`src/rtl/sc_game_pkg.sv`:
```
// Shared definitions for the Frogger game controller: state encodings and
// active-low signalling levels used by the controller and its datapath neighbours.
package sc_game_pkg;

    typedef enum logic [2:0] {
        ST_RESET     = 3'd0,
        ST_IDLE      = 3'd1,
        ST_PLAY      = 3'd2,
        ST_HIT       = 3'd3,
        ST_GOAL      = 3'd4,
        ST_RESPAWN   = 3'd5,
        ST_GAME_OVER = 3'd6,
        ST_WIN       = 3'd7
    } gameState_t;

    localparam logic ACTIVE_LOW_ON  = 1'b0;
    localparam logic ACTIVE_LOW_OFF = 1'b1;

endpackage

```
`src/rtl/sc_game_controller_if.sv`:
```
// Signal bundle between the game controller and the detectors/datapaths around it.
// master = surrounding logic (drives button and detectors), slave = controller.
interface sc_game_controller_if #(
    parameter int LIVES_W = 2,
    parameter int LEVEL_W = 2
);
    logic               SC_STATEMACHINEGENERAL_startButton_InLow;
    logic               SC_STATEMACHINEGENERAL_Losing_InLow;
    logic               SC_STATEMACHINEGENERAL_Goal_InLow;
    logic               SC_STATEMACHINEGENERAL_clear_OutLow;
    logic               SC_STATEMACHINEGENERAL_frogReset_OutLow;
    logic               SC_STATEMACHINEGENERAL_levelUp_OutHigh;
    logic               SC_STATEMACHINEGENERAL_playing_OutHigh;
    logic               SC_STATEMACHINEGENERAL_gameOver_OutHigh;
    logic               SC_STATEMACHINEGENERAL_win_OutHigh;
    logic [LIVES_W-1:0] SC_STATEMACHINEGENERAL_lives_Out;
    logic [LEVEL_W-1:0] SC_STATEMACHINEGENERAL_level_Out;

    modport master (
        output SC_STATEMACHINEGENERAL_startButton_InLow,
        output SC_STATEMACHINEGENERAL_Losing_InLow,
        output SC_STATEMACHINEGENERAL_Goal_InLow,
        input  SC_STATEMACHINEGENERAL_clear_OutLow,
        input  SC_STATEMACHINEGENERAL_frogReset_OutLow,
        input  SC_STATEMACHINEGENERAL_levelUp_OutHigh,
        input  SC_STATEMACHINEGENERAL_playing_OutHigh,
        input  SC_STATEMACHINEGENERAL_gameOver_OutHigh,
        input  SC_STATEMACHINEGENERAL_win_OutHigh,
        input  SC_STATEMACHINEGENERAL_lives_Out,
        input  SC_STATEMACHINEGENERAL_level_Out
    );

    modport slave (
        input  SC_STATEMACHINEGENERAL_startButton_InLow,
        input  SC_STATEMACHINEGENERAL_Losing_InLow,
        input  SC_STATEMACHINEGENERAL_Goal_InLow,
        output SC_STATEMACHINEGENERAL_clear_OutLow,
        output SC_STATEMACHINEGENERAL_frogReset_OutLow,
        output SC_STATEMACHINEGENERAL_levelUp_OutHigh,
        output SC_STATEMACHINEGENERAL_playing_OutHigh,
        output SC_STATEMACHINEGENERAL_gameOver_OutHigh,
        output SC_STATEMACHINEGENERAL_win_OutHigh,
        output SC_STATEMACHINEGENERAL_lives_Out,
        output SC_STATEMACHINEGENERAL_level_Out
    );

endinterface

```
`src/rtl/sc_updown_counter.sv`:
```
// Loadable up/down counter that saturates at 0 and at all-ones; load wins over inc/dec.
module sc_updown_counter #(
    parameter int               WIDTH     = 2,
    parameter logic [WIDTH-1:0] RESET_VAL = '0
) (
    input  logic             SC_STATEMACHINEGENERAL_CLOCK_50,
    input  logic             SC_STATEMACHINEGENERAL_RESET_InHigh,
    input  logic             load,
    input  logic [WIDTH-1:0] loadValue,
    input  logic             inc,
    input  logic             dec,
    output logic [WIDTH-1:0] count
);

    always_ff @(posedge SC_STATEMACHINEGENERAL_CLOCK_50 or posedge SC_STATEMACHINEGENERAL_RESET_InHigh) begin
        if (SC_STATEMACHINEGENERAL_RESET_InHigh) begin
            count <= RESET_VAL;
        end else if (load) begin
            count <= loadValue;
        end else if (inc && (count != '1)) begin
            count <= count + 1'b1;
        end else if (dec && (count != '0)) begin
            count <= count - 1'b1;
        end
    end

endmodule

```
`src/rtl/sc_game_controller.sv`:
```
// Frogger game sequencer: owns lives/level counters and drives registered Moore
// outputs to the background and frog datapaths.
module sc_game_controller
    import sc_game_pkg::*;
#(
    parameter int NUM_LIVES   = 3,
    parameter int NUM_LEVELS  = 4,
    parameter int LIVES_W     = 2,
    parameter int LEVEL_W     = 2,
    parameter int CONTINUE_EN = 0
) (
    input  logic                 SC_STATEMACHINEGENERAL_CLOCK_50,
    input  logic                 SC_STATEMACHINEGENERAL_RESET_InHigh,
    sc_game_controller_if.slave  ctrlBus
);

    localparam logic [LIVES_W-1:0] LIVES_FULL = LIVES_W'(NUM_LIVES);
    localparam logic [LEVEL_W-1:0] LEVEL_LAST = LEVEL_W'(NUM_LEVELS - 1);

    gameState_t         state;
    gameState_t         nextState;
    logic               startPrev;
    logic               startPress;
    logic               livesLoad;
    logic               livesDec;
    logic               levelLoad;
    logic               levelInc;
    logic [LIVES_W-1:0] livesCount;
    logic [LEVEL_W-1:0] levelCount;

    assign startPress = startPrev & ~ctrlBus.SC_STATEMACHINEGENERAL_startButton_InLow;

    sc_updown_counter #(.WIDTH(LIVES_W), .RESET_VAL(LIVES_FULL)) livesCounter (
        .SC_STATEMACHINEGENERAL_CLOCK_50     (SC_STATEMACHINEGENERAL_CLOCK_50),
        .SC_STATEMACHINEGENERAL_RESET_InHigh (SC_STATEMACHINEGENERAL_RESET_InHigh),
        .load                                (livesLoad),
        .loadValue                           (LIVES_FULL),
        .inc                                 (1'b0),
        .dec                                 (livesDec),
        .count                               (livesCount)
    );

    sc_updown_counter #(.WIDTH(LEVEL_W), .RESET_VAL('0)) levelCounter (
        .SC_STATEMACHINEGENERAL_CLOCK_50     (SC_STATEMACHINEGENERAL_CLOCK_50),
        .SC_STATEMACHINEGENERAL_RESET_InHigh (SC_STATEMACHINEGENERAL_RESET_InHigh),
        .load                                (levelLoad),
        .loadValue                           ('0),
        .inc                                 (levelInc),
        .dec                                 (1'b0),
        .count                               (levelCount)
    );

    // Next-state and counter-control logic
    always_comb begin
        nextState = state;
        livesLoad = 1'b0;
        livesDec  = 1'b0;
        levelLoad = 1'b0;
        levelInc  = 1'b0;
        case (state)
            ST_RESET: begin
                livesLoad = 1'b1;
                levelLoad = 1'b1;
                nextState = ST_IDLE;
            end
            ST_IDLE: begin
                if (startPress) nextState = ST_PLAY;
            end
            ST_PLAY: begin
                // Collision outranks goal when both detectors fire together.
                if (ctrlBus.SC_STATEMACHINEGENERAL_Losing_InLow == ACTIVE_LOW_ON)
                    nextState = ST_HIT;
                else if (ctrlBus.SC_STATEMACHINEGENERAL_Goal_InLow == ACTIVE_LOW_ON)
                    nextState = ST_GOAL;
            end
            ST_HIT: begin
                livesDec  = 1'b1;
                nextState = (livesCount == LIVES_W'(1)) ? ST_GAME_OVER : ST_RESPAWN;
            end
            ST_GOAL: begin
                if (levelCount == LEVEL_LAST) begin
                    nextState = ST_WIN;
                end else begin
                    levelInc  = 1'b1;
                    nextState = ST_RESPAWN;
                end
            end
            ST_RESPAWN: begin
                // Held until both detectors release so a level-held input counts once.
                if ((ctrlBus.SC_STATEMACHINEGENERAL_Losing_InLow == ACTIVE_LOW_OFF) &&
                    (ctrlBus.SC_STATEMACHINEGENERAL_Goal_InLow == ACTIVE_LOW_OFF))
                    nextState = ST_PLAY;
            end
            ST_GAME_OVER: begin
                if (startPress) begin
                    if (CONTINUE_EN != 0) begin
                        livesLoad = 1'b1;
                        nextState = ST_RESPAWN;
                    end else begin
                        nextState = ST_RESET;
                    end
                end
            end
            ST_WIN: begin
                if (startPress) nextState = ST_RESET;
            end
            default: nextState = ST_RESET;
        endcase
    end

    // State and start-button edge registers
    always_ff @(posedge SC_STATEMACHINEGENERAL_CLOCK_50 or posedge SC_STATEMACHINEGENERAL_RESET_InHigh) begin
        if (SC_STATEMACHINEGENERAL_RESET_InHigh) begin
            state     <= ST_RESET;
            startPrev <= 1'b1;
        end else begin
            state     <= nextState;
            startPrev <= ctrlBus.SC_STATEMACHINEGENERAL_startButton_InLow;
        end
    end

    // Registered output decode, taken from the state being entered
    always_ff @(posedge SC_STATEMACHINEGENERAL_CLOCK_50 or posedge SC_STATEMACHINEGENERAL_RESET_InHigh) begin
        if (SC_STATEMACHINEGENERAL_RESET_InHigh) begin
            ctrlBus.SC_STATEMACHINEGENERAL_clear_OutLow     <= ACTIVE_LOW_ON;
            ctrlBus.SC_STATEMACHINEGENERAL_frogReset_OutLow <= ACTIVE_LOW_ON;
            ctrlBus.SC_STATEMACHINEGENERAL_levelUp_OutHigh  <= 1'b0;
            ctrlBus.SC_STATEMACHINEGENERAL_playing_OutHigh  <= 1'b0;
            ctrlBus.SC_STATEMACHINEGENERAL_gameOver_OutHigh <= 1'b0;
            ctrlBus.SC_STATEMACHINEGENERAL_win_OutHigh      <= 1'b0;
        end else begin
            ctrlBus.SC_STATEMACHINEGENERAL_clear_OutLow     <= (nextState == ST_RESET) ? ACTIVE_LOW_ON : ACTIVE_LOW_OFF;
            ctrlBus.SC_STATEMACHINEGENERAL_frogReset_OutLow <= ((nextState == ST_RESET) || (nextState == ST_RESPAWN)) ?
                                                               ACTIVE_LOW_ON : ACTIVE_LOW_OFF;
            // Level is stable across PLAY->GOAL, so it predicts whether GOAL will increment.
            ctrlBus.SC_STATEMACHINEGENERAL_levelUp_OutHigh  <= (nextState == ST_GOAL) && (levelCount != LEVEL_LAST);
            ctrlBus.SC_STATEMACHINEGENERAL_playing_OutHigh  <= (nextState == ST_PLAY);
            ctrlBus.SC_STATEMACHINEGENERAL_gameOver_OutHigh <= (nextState == ST_GAME_OVER);
            ctrlBus.SC_STATEMACHINEGENERAL_win_OutHigh      <= (nextState == ST_WIN);
        end
    end

    assign ctrlBus.SC_STATEMACHINEGENERAL_lives_Out = livesCount;
    assign ctrlBus.SC_STATEMACHINEGENERAL_level_Out = levelCount;

endmodule

```
`src/flat_wrapper.sv`:
```
// flat-port wrapper written by rule: the top's interface ports become plain ports
module sc_game_controller_flat import sc_game_pkg::*;
#(
    parameter int NUM_LIVES   = 3,
    parameter int NUM_LEVELS  = 4,
    parameter int LIVES_W     = 2,
    parameter int LEVEL_W     = 2,
    parameter int CONTINUE_EN = 0
)
  (SC_STATEMACHINEGENERAL_CLOCK_50, SC_STATEMACHINEGENERAL_RESET_InHigh, ctrlBus_SC_STATEMACHINEGENERAL_startButton_InLow, ctrlBus_SC_STATEMACHINEGENERAL_Losing_InLow, ctrlBus_SC_STATEMACHINEGENERAL_Goal_InLow, ctrlBus_SC_STATEMACHINEGENERAL_clear_OutLow, ctrlBus_SC_STATEMACHINEGENERAL_frogReset_OutLow, ctrlBus_SC_STATEMACHINEGENERAL_levelUp_OutHigh, ctrlBus_SC_STATEMACHINEGENERAL_playing_OutHigh, ctrlBus_SC_STATEMACHINEGENERAL_gameOver_OutHigh, ctrlBus_SC_STATEMACHINEGENERAL_win_OutHigh, ctrlBus_SC_STATEMACHINEGENERAL_lives_Out, ctrlBus_SC_STATEMACHINEGENERAL_level_Out);
  sc_game_controller_if #(.LIVES_W(LIVES_W), .LEVEL_W(LEVEL_W)) ctrlBus_i ();
  input  logic SC_STATEMACHINEGENERAL_CLOCK_50;
  input  logic SC_STATEMACHINEGENERAL_RESET_InHigh;
  input wire logic [$bits(ctrlBus_i.SC_STATEMACHINEGENERAL_startButton_InLow)-1:0] ctrlBus_SC_STATEMACHINEGENERAL_startButton_InLow;
  input wire logic [$bits(ctrlBus_i.SC_STATEMACHINEGENERAL_Losing_InLow)-1:0] ctrlBus_SC_STATEMACHINEGENERAL_Losing_InLow;
  input wire logic [$bits(ctrlBus_i.SC_STATEMACHINEGENERAL_Goal_InLow)-1:0] ctrlBus_SC_STATEMACHINEGENERAL_Goal_InLow;
  output wire logic [$bits(ctrlBus_i.SC_STATEMACHINEGENERAL_clear_OutLow)-1:0] ctrlBus_SC_STATEMACHINEGENERAL_clear_OutLow;
  output wire logic [$bits(ctrlBus_i.SC_STATEMACHINEGENERAL_frogReset_OutLow)-1:0] ctrlBus_SC_STATEMACHINEGENERAL_frogReset_OutLow;
  output wire logic [$bits(ctrlBus_i.SC_STATEMACHINEGENERAL_levelUp_OutHigh)-1:0] ctrlBus_SC_STATEMACHINEGENERAL_levelUp_OutHigh;
  output wire logic [$bits(ctrlBus_i.SC_STATEMACHINEGENERAL_playing_OutHigh)-1:0] ctrlBus_SC_STATEMACHINEGENERAL_playing_OutHigh;
  output wire logic [$bits(ctrlBus_i.SC_STATEMACHINEGENERAL_gameOver_OutHigh)-1:0] ctrlBus_SC_STATEMACHINEGENERAL_gameOver_OutHigh;
  output wire logic [$bits(ctrlBus_i.SC_STATEMACHINEGENERAL_win_OutHigh)-1:0] ctrlBus_SC_STATEMACHINEGENERAL_win_OutHigh;
  output wire logic [$bits(ctrlBus_i.SC_STATEMACHINEGENERAL_lives_Out)-1:0] ctrlBus_SC_STATEMACHINEGENERAL_lives_Out;
  output wire logic [$bits(ctrlBus_i.SC_STATEMACHINEGENERAL_level_Out)-1:0] ctrlBus_SC_STATEMACHINEGENERAL_level_Out;
  assign ctrlBus_i.SC_STATEMACHINEGENERAL_startButton_InLow = ctrlBus_SC_STATEMACHINEGENERAL_startButton_InLow;
  assign ctrlBus_i.SC_STATEMACHINEGENERAL_Losing_InLow = ctrlBus_SC_STATEMACHINEGENERAL_Losing_InLow;
  assign ctrlBus_i.SC_STATEMACHINEGENERAL_Goal_InLow = ctrlBus_SC_STATEMACHINEGENERAL_Goal_InLow;
  assign ctrlBus_SC_STATEMACHINEGENERAL_clear_OutLow = ctrlBus_i.SC_STATEMACHINEGENERAL_clear_OutLow;
  assign ctrlBus_SC_STATEMACHINEGENERAL_frogReset_OutLow = ctrlBus_i.SC_STATEMACHINEGENERAL_frogReset_OutLow;
  assign ctrlBus_SC_STATEMACHINEGENERAL_levelUp_OutHigh = ctrlBus_i.SC_STATEMACHINEGENERAL_levelUp_OutHigh;
  assign ctrlBus_SC_STATEMACHINEGENERAL_playing_OutHigh = ctrlBus_i.SC_STATEMACHINEGENERAL_playing_OutHigh;
  assign ctrlBus_SC_STATEMACHINEGENERAL_gameOver_OutHigh = ctrlBus_i.SC_STATEMACHINEGENERAL_gameOver_OutHigh;
  assign ctrlBus_SC_STATEMACHINEGENERAL_win_OutHigh = ctrlBus_i.SC_STATEMACHINEGENERAL_win_OutHigh;
  assign ctrlBus_SC_STATEMACHINEGENERAL_lives_Out = ctrlBus_i.SC_STATEMACHINEGENERAL_lives_Out;
  assign ctrlBus_SC_STATEMACHINEGENERAL_level_Out = ctrlBus_i.SC_STATEMACHINEGENERAL_level_Out;
  sc_game_controller #(.NUM_LIVES(NUM_LIVES), .NUM_LEVELS(NUM_LEVELS), .LIVES_W(LIVES_W), .LEVEL_W(LEVEL_W), .CONTINUE_EN(CONTINUE_EN)) u_core (.SC_STATEMACHINEGENERAL_CLOCK_50(SC_STATEMACHINEGENERAL_CLOCK_50), .SC_STATEMACHINEGENERAL_RESET_InHigh(SC_STATEMACHINEGENERAL_RESET_InHigh), .ctrlBus(ctrlBus_i));
endmodule
```
`config.mk`:
```
export PLATFORM = sky130hd
export DESIGN_NAME = sc_game_controller_flat
export DESIGN_NICKNAME = d
export VERILOG_FILES = /design/src/rtl/sc_game_pkg.sv /design/src/rtl/sc_game_controller_if.sv /design/src/rtl/sc_updown_counter.sv /design/src/rtl/sc_game_controller.sv /design/src/flat_wrapper.sv
export SDC_FILE = /design/constraint.sdc
export NUM_CORES = 1
export LEC_CHECK = 0
export ABC_CLOCK_PERIOD_IN_PS = 2250
export BUFFER_PORTS_ARGS = -buffer_cell sky130_fd_sc_hd__buf_4
export CORE_MARGIN = 3
export CORE_UTILIZATION = 30
export CTS_CLUSTER_SIZE = 10
export DETAILED_ROUTE_END_ITERATION = 10
export GPL_ROUTABILITY_DRIVEN = 0
export GPL_TIMING_DRIVEN = 0
export SYNTH_ARGS = -nofsm -noshare
export SYNTH_HDL_FRONTEND = slang
export SYNTH_SLANG_ARGS = --single-unit
export TNS_END_PERCENT = 30
```
`constraint.sdc`:
```
create_clock -name SC_STATEMACHINEGENERAL_CLOCK_50 -period 2.25 [get_ports SC_STATEMACHINEGENERAL_CLOCK_50]
set_clock_uncertainty 0.1 [all_clocks]
set_input_delay 0.3375 -clock SC_STATEMACHINEGENERAL_CLOCK_50 [delete_from_list [all_inputs] [get_ports SC_STATEMACHINEGENERAL_CLOCK_50]]
set_output_delay 0.3375 -clock SC_STATEMACHINEGENERAL_CLOCK_50 [all_outputs]
set_load 0.03 [all_outputs]
```
==> results.md <==
Worst setup path:
- The number of cells on the worst reg-to-reg path is 6.
- The slowest cell on the critical path is dfstp_2.
- Walking the worst path, the cells encountered are inv_1 > ha_1 > nand2b_1 > o2111a_1 > a221oi_4 > and4bb_1.
- In this run the critical register-to-register path is launched from u_core.livesCounter.count[1]$_DFFE_PP1P_.
- The critical path's top delay family is flip-flops.
- At the worst endpoint, the arrival time is 1950 ps.
- The longest individual stage delay on the worst path is ~560 ps.
- Counting both buffers and inverters, the worst setup path holds a total of 1.
- For flop-to-flop paths, the worst setup slack is 420 ps.
- The kind of start point of the critical path is a flop.
- The peak fanout along the critical path is 5.
- The data required time of the critical path is between 2000 and 2500 ps.
- The critical path endpoint category is a flop.
- By startpoint and endpoint, the worst setup path is classified as flop to flop.

Logic synthesis:
- The number of standard cells after synthesis is 84.
- After synthesis the netlist holds a flip-flop and latch count of 14.
- The average cell area after synthesis is ~9.5 um^2.
- In the synthesized netlist the async set-or-reset flop fraction comes to 100.0%.
- Sorting the synthesized cells by area gives the leading types as dfrtp_1, dfstp_2, ha_1.
- The number of different library cells used by synthesis comes to 34.
- Of the post-synthesis cell area, the dominant cell type holds between 30% and 40%.
- The number of nets in the synthesized netlist is 92.
- The total of warnings raised by yosys is 0.
- The dominant cell by count in the synthesized netlist is dfrtp_1.
- The netlist area before placement is 800.8 um^2.
- The top flip-flop cell by instance count after synthesis is dfrtp_1.
- The part of the Yosys area used for sequential elements is ~44%.
- The commonest cells after synthesis are dfrtp_1, nand2_1, a21oi_1, nand2b_1, nand3_1.
- Summed over all instances, the cell type with the most area after synthesis is dfrtp_1.
- The number of enable flip-flop cells after synthesis is 0.

Clocking:
- The tree is rooted in a clkbuf_4.
- The TritonCTS buffer count is 3.
- The clock-pin slew of the registers on the worst-case setup and hold paths is 100 ps.
- The clock tree from TritonCTS is built.
- The count of hold buffers inserted by post-cts repair is 1.
- CTS saw 14 sinks.
- In this run, post-CTS repair resized a total of 0 instances.
- The H-tree depth reported by CTS is 1.
- The clock reaches the later pin of the worst-skew pair after between 200 and 300 ps.
- The clock passes through at most 2 buffers.
- In this run the post-CTS setup repair buffer count came out at 0.

Floorplan:
- The die outline height is 57.67 um.
- The starting density of the core is between 30% and 40%.
- The floorplan has 18 rows.
- The total die area is 3325 um^2.
- In this run the standard cell core region covers about 2500 um^2.
- In this run the horizontal extent of the chip is ~58 um.
- The number of top-level pins is 15.

Finish:
- The largest registers in the layout are u_core.state (3), u_core.levelCounter.count (2), u_core.livesCounter.count (2).
- The post-layout instance count excluding filler cells is between 100 and 150.
- At the end of the flow, the number of nets in the layout was 112.
- The area growth from synthesis to final layout is 23.59%.
- Ranked by flip-flop count, first place goes to u_core.state.
- The flip-flop count of the largest register after layout is 3.
- The repair_antennas step left the layout with diodes totalling 0.
- After filler insertion, the fill cell instance count of the layout stands at roughly 260.
- In the final layout, the share of cells above drive strength 1 is ~28%.

Drt:
- The detailed-route vias per instance is 5.361.
- The number of design rule violations left after detail routing is 0.
- The wire length per cell is between 10 and 15 um.
- The routed layout has 713 vias.
- The remaining antenna violation count after routing is 0.
- The first detailed-routing pass ran for 4 iterations.
- The violation count after the first detailed-routing iteration is 24.
- After detailed routing, the total wire length is about 1.8 mm.

Worst hold path:
- The type of the worst min-delay path is input port to flop.
- Along the worst hold path, the cell count comes to 1.
- The worst hold path terminates at u_core.startPrev$_DFF_PP1_.
- The launch instance of the worst min-delay path is ctrlBus_SC_STATEMACHINEGENERAL_startButton_InLow.

Place:
- Once detailed placement completed, the half-perimeter wirelength came to 1.270 mm.
- During placement, the flow inserted port buffers numbering 14.
- The placed cell count is 128.
- The minimum setup slack after placement is 439.7 ps.

STA:
- The top achievable clock speed is between 500 and 600 MHz.
- The hold slack is roughly 53 ps.
- Setup violations remaining at the end of the flow were counted as 0.
- The worst-case setup margin in the final layout is ~420 ps.
- The actual slew at the worst max-slew pin is ~530 ps.
- After layout, the worst path uses 81.30% of the clock period.
- The final critical delay including setup and external delays is 1829 ps.
- The relative slew slack is between 60% and 70%.
- The number of hold violations in the final report is 0.
- The count of pins over their slew limit came to 0.
- The setup TNS after final layout is 0 ps.
- Setup repair after global routing left no endpoint under its margin.

Pwr:
- The internal power of the cells totals 754.6 uW.
- Net switching is 45.72% of the power.
- The relative contribution of sequential cells to total power is between 30% and 40%.
- Combinational logic burns a little under three fifths of the power.
- For this design the total switching power over the nets is about 640 uW.
- The clock network burns a little over an eighth of the power.
- The reported leakage power is approximately 0.00046 uW.
- After layout, the design draws a total of 1390 uW.
- The maximum VDD drop is slightly above 0.7 mV.
- The total power divided by cell area is around 1400 nW/um^2.

Global routing:
- The remaining global-route overflow is 0.
- The number of global-route vias before repair is about 690.
- The global-route wire length before repair is 3.111 mm.
- The combined global-route utilization of all metal layers is roughly 12%.
- The initial antenna violation count is 0.
- The largest net degree at the start of global routing is 15.

Run status:
- The flow ran to the end, and the final reports show no timing, DRC or antenna violations.

Run:
- The max capacitance violation total is 0.
==> power groups by stage <==
stage | logic (uW) | registers [uW] | clock network, uW
floorplan | 429 | 550 | 0
global placement | 767 | 419 | 0
detailed placement | 778 | 425 | 0
CTS | 785 | 420 | 193
global route | 860 | 434 | 208
finish | 782 | 419 | 189
==> cell type report <==
| class | count | area, um^2 | area share (%) |
|---|---|---|---|
| Timing Repair Buffer | 15 | 115.1 | 11.63 |
| Buffer | 5 | 26.28 | 2.655 |
| Multi-Input combinational cell | 58 | 394.1 | 39.82 |
| Tap cell | 30 | 37.54 | 3.793 |
| Clock buffer | 4 | 36.28 | 3.666 |
| Sequential cell | 14 | 354.1 | 35.78 |
| Inverter | 7 | 26.28 | 2.655 |
==> stage by stage <==
| stage | util, % | area [um^2] |
|---|---|---|
| 2_1_floorplan | - | 800.8 |
| 3_3_place_gp | 37.74 | 943.4 |
| 3_5_place_dp | 37.74 | 943.4 |
| 4_1_cts | 39.59 | 989.7 |
| 5_1_grt | 39.59 | 989.7 |
| 6_report | 39.59 | 989.7 |
==> kinds of logic after synthesis <==
family | synth area share [%]
AO/OA/AOI/OAI | 23.13
adder cells (fa/ha/maj) | 4.688
buffers and inverters | 6.562
flip-flops | 44.22
AND/OR/NAND/NOR | 21.41
==> worst register-to-register path, cell delays in order, from the launching register on <==
cell	delay (ps)
dfstp_2	560
inv_1	60
ha_1	200
nand2b_1	150
o2111a_1	160
a221oi_4	280
and4bb_1	240
==> how the worst max path moves through the flow <==
stage                end  cells past startpoint                                     start
CTS                 flop                      6  u_core.livesCounter.count[1]$_DFFE_PP1P_
global placement    flop                      6  u_core.livesCounter.count[1]$_DFFE_PP1P_
detailed placement  flop                      6  u_core.livesCounter.count[1]$_DFFE_PP1P_
finish              flop                      6  u_core.livesCounter.count[1]$_DFFE_PP1P_
floorplan           flop                      6  u_core.livesCounter.count[1]$_DFFE_PP1P_
global route        flop                      6  u_core.livesCounter.count[1]$_DFFE_PP1P_
==> routing by layer <==
metal	vias up	track usage [%]	part of all wire [%]
li1	339	-	-
met1	351	16.15	45
met2	19	18.87	48
met3	4	4.900	6.5
met4	0	2.318	0.77
met5	-	0	0
==> cells in the final DEF (no fill, tap or decap), types with 3 or more instances in the layout <==
cell type and instances:
buf_4 15, dfrtp_1 11, nand2_1 7, nand2b_1 6, a21oi_1 6, nand3_1 6
o21ai_0 5, inv_1 5, buf_2 3, nor2_1 3, ha_1 3, clkbuf_4 3
dfstp_2 3
Note: power is estimated with default switching activity, not from simulation.
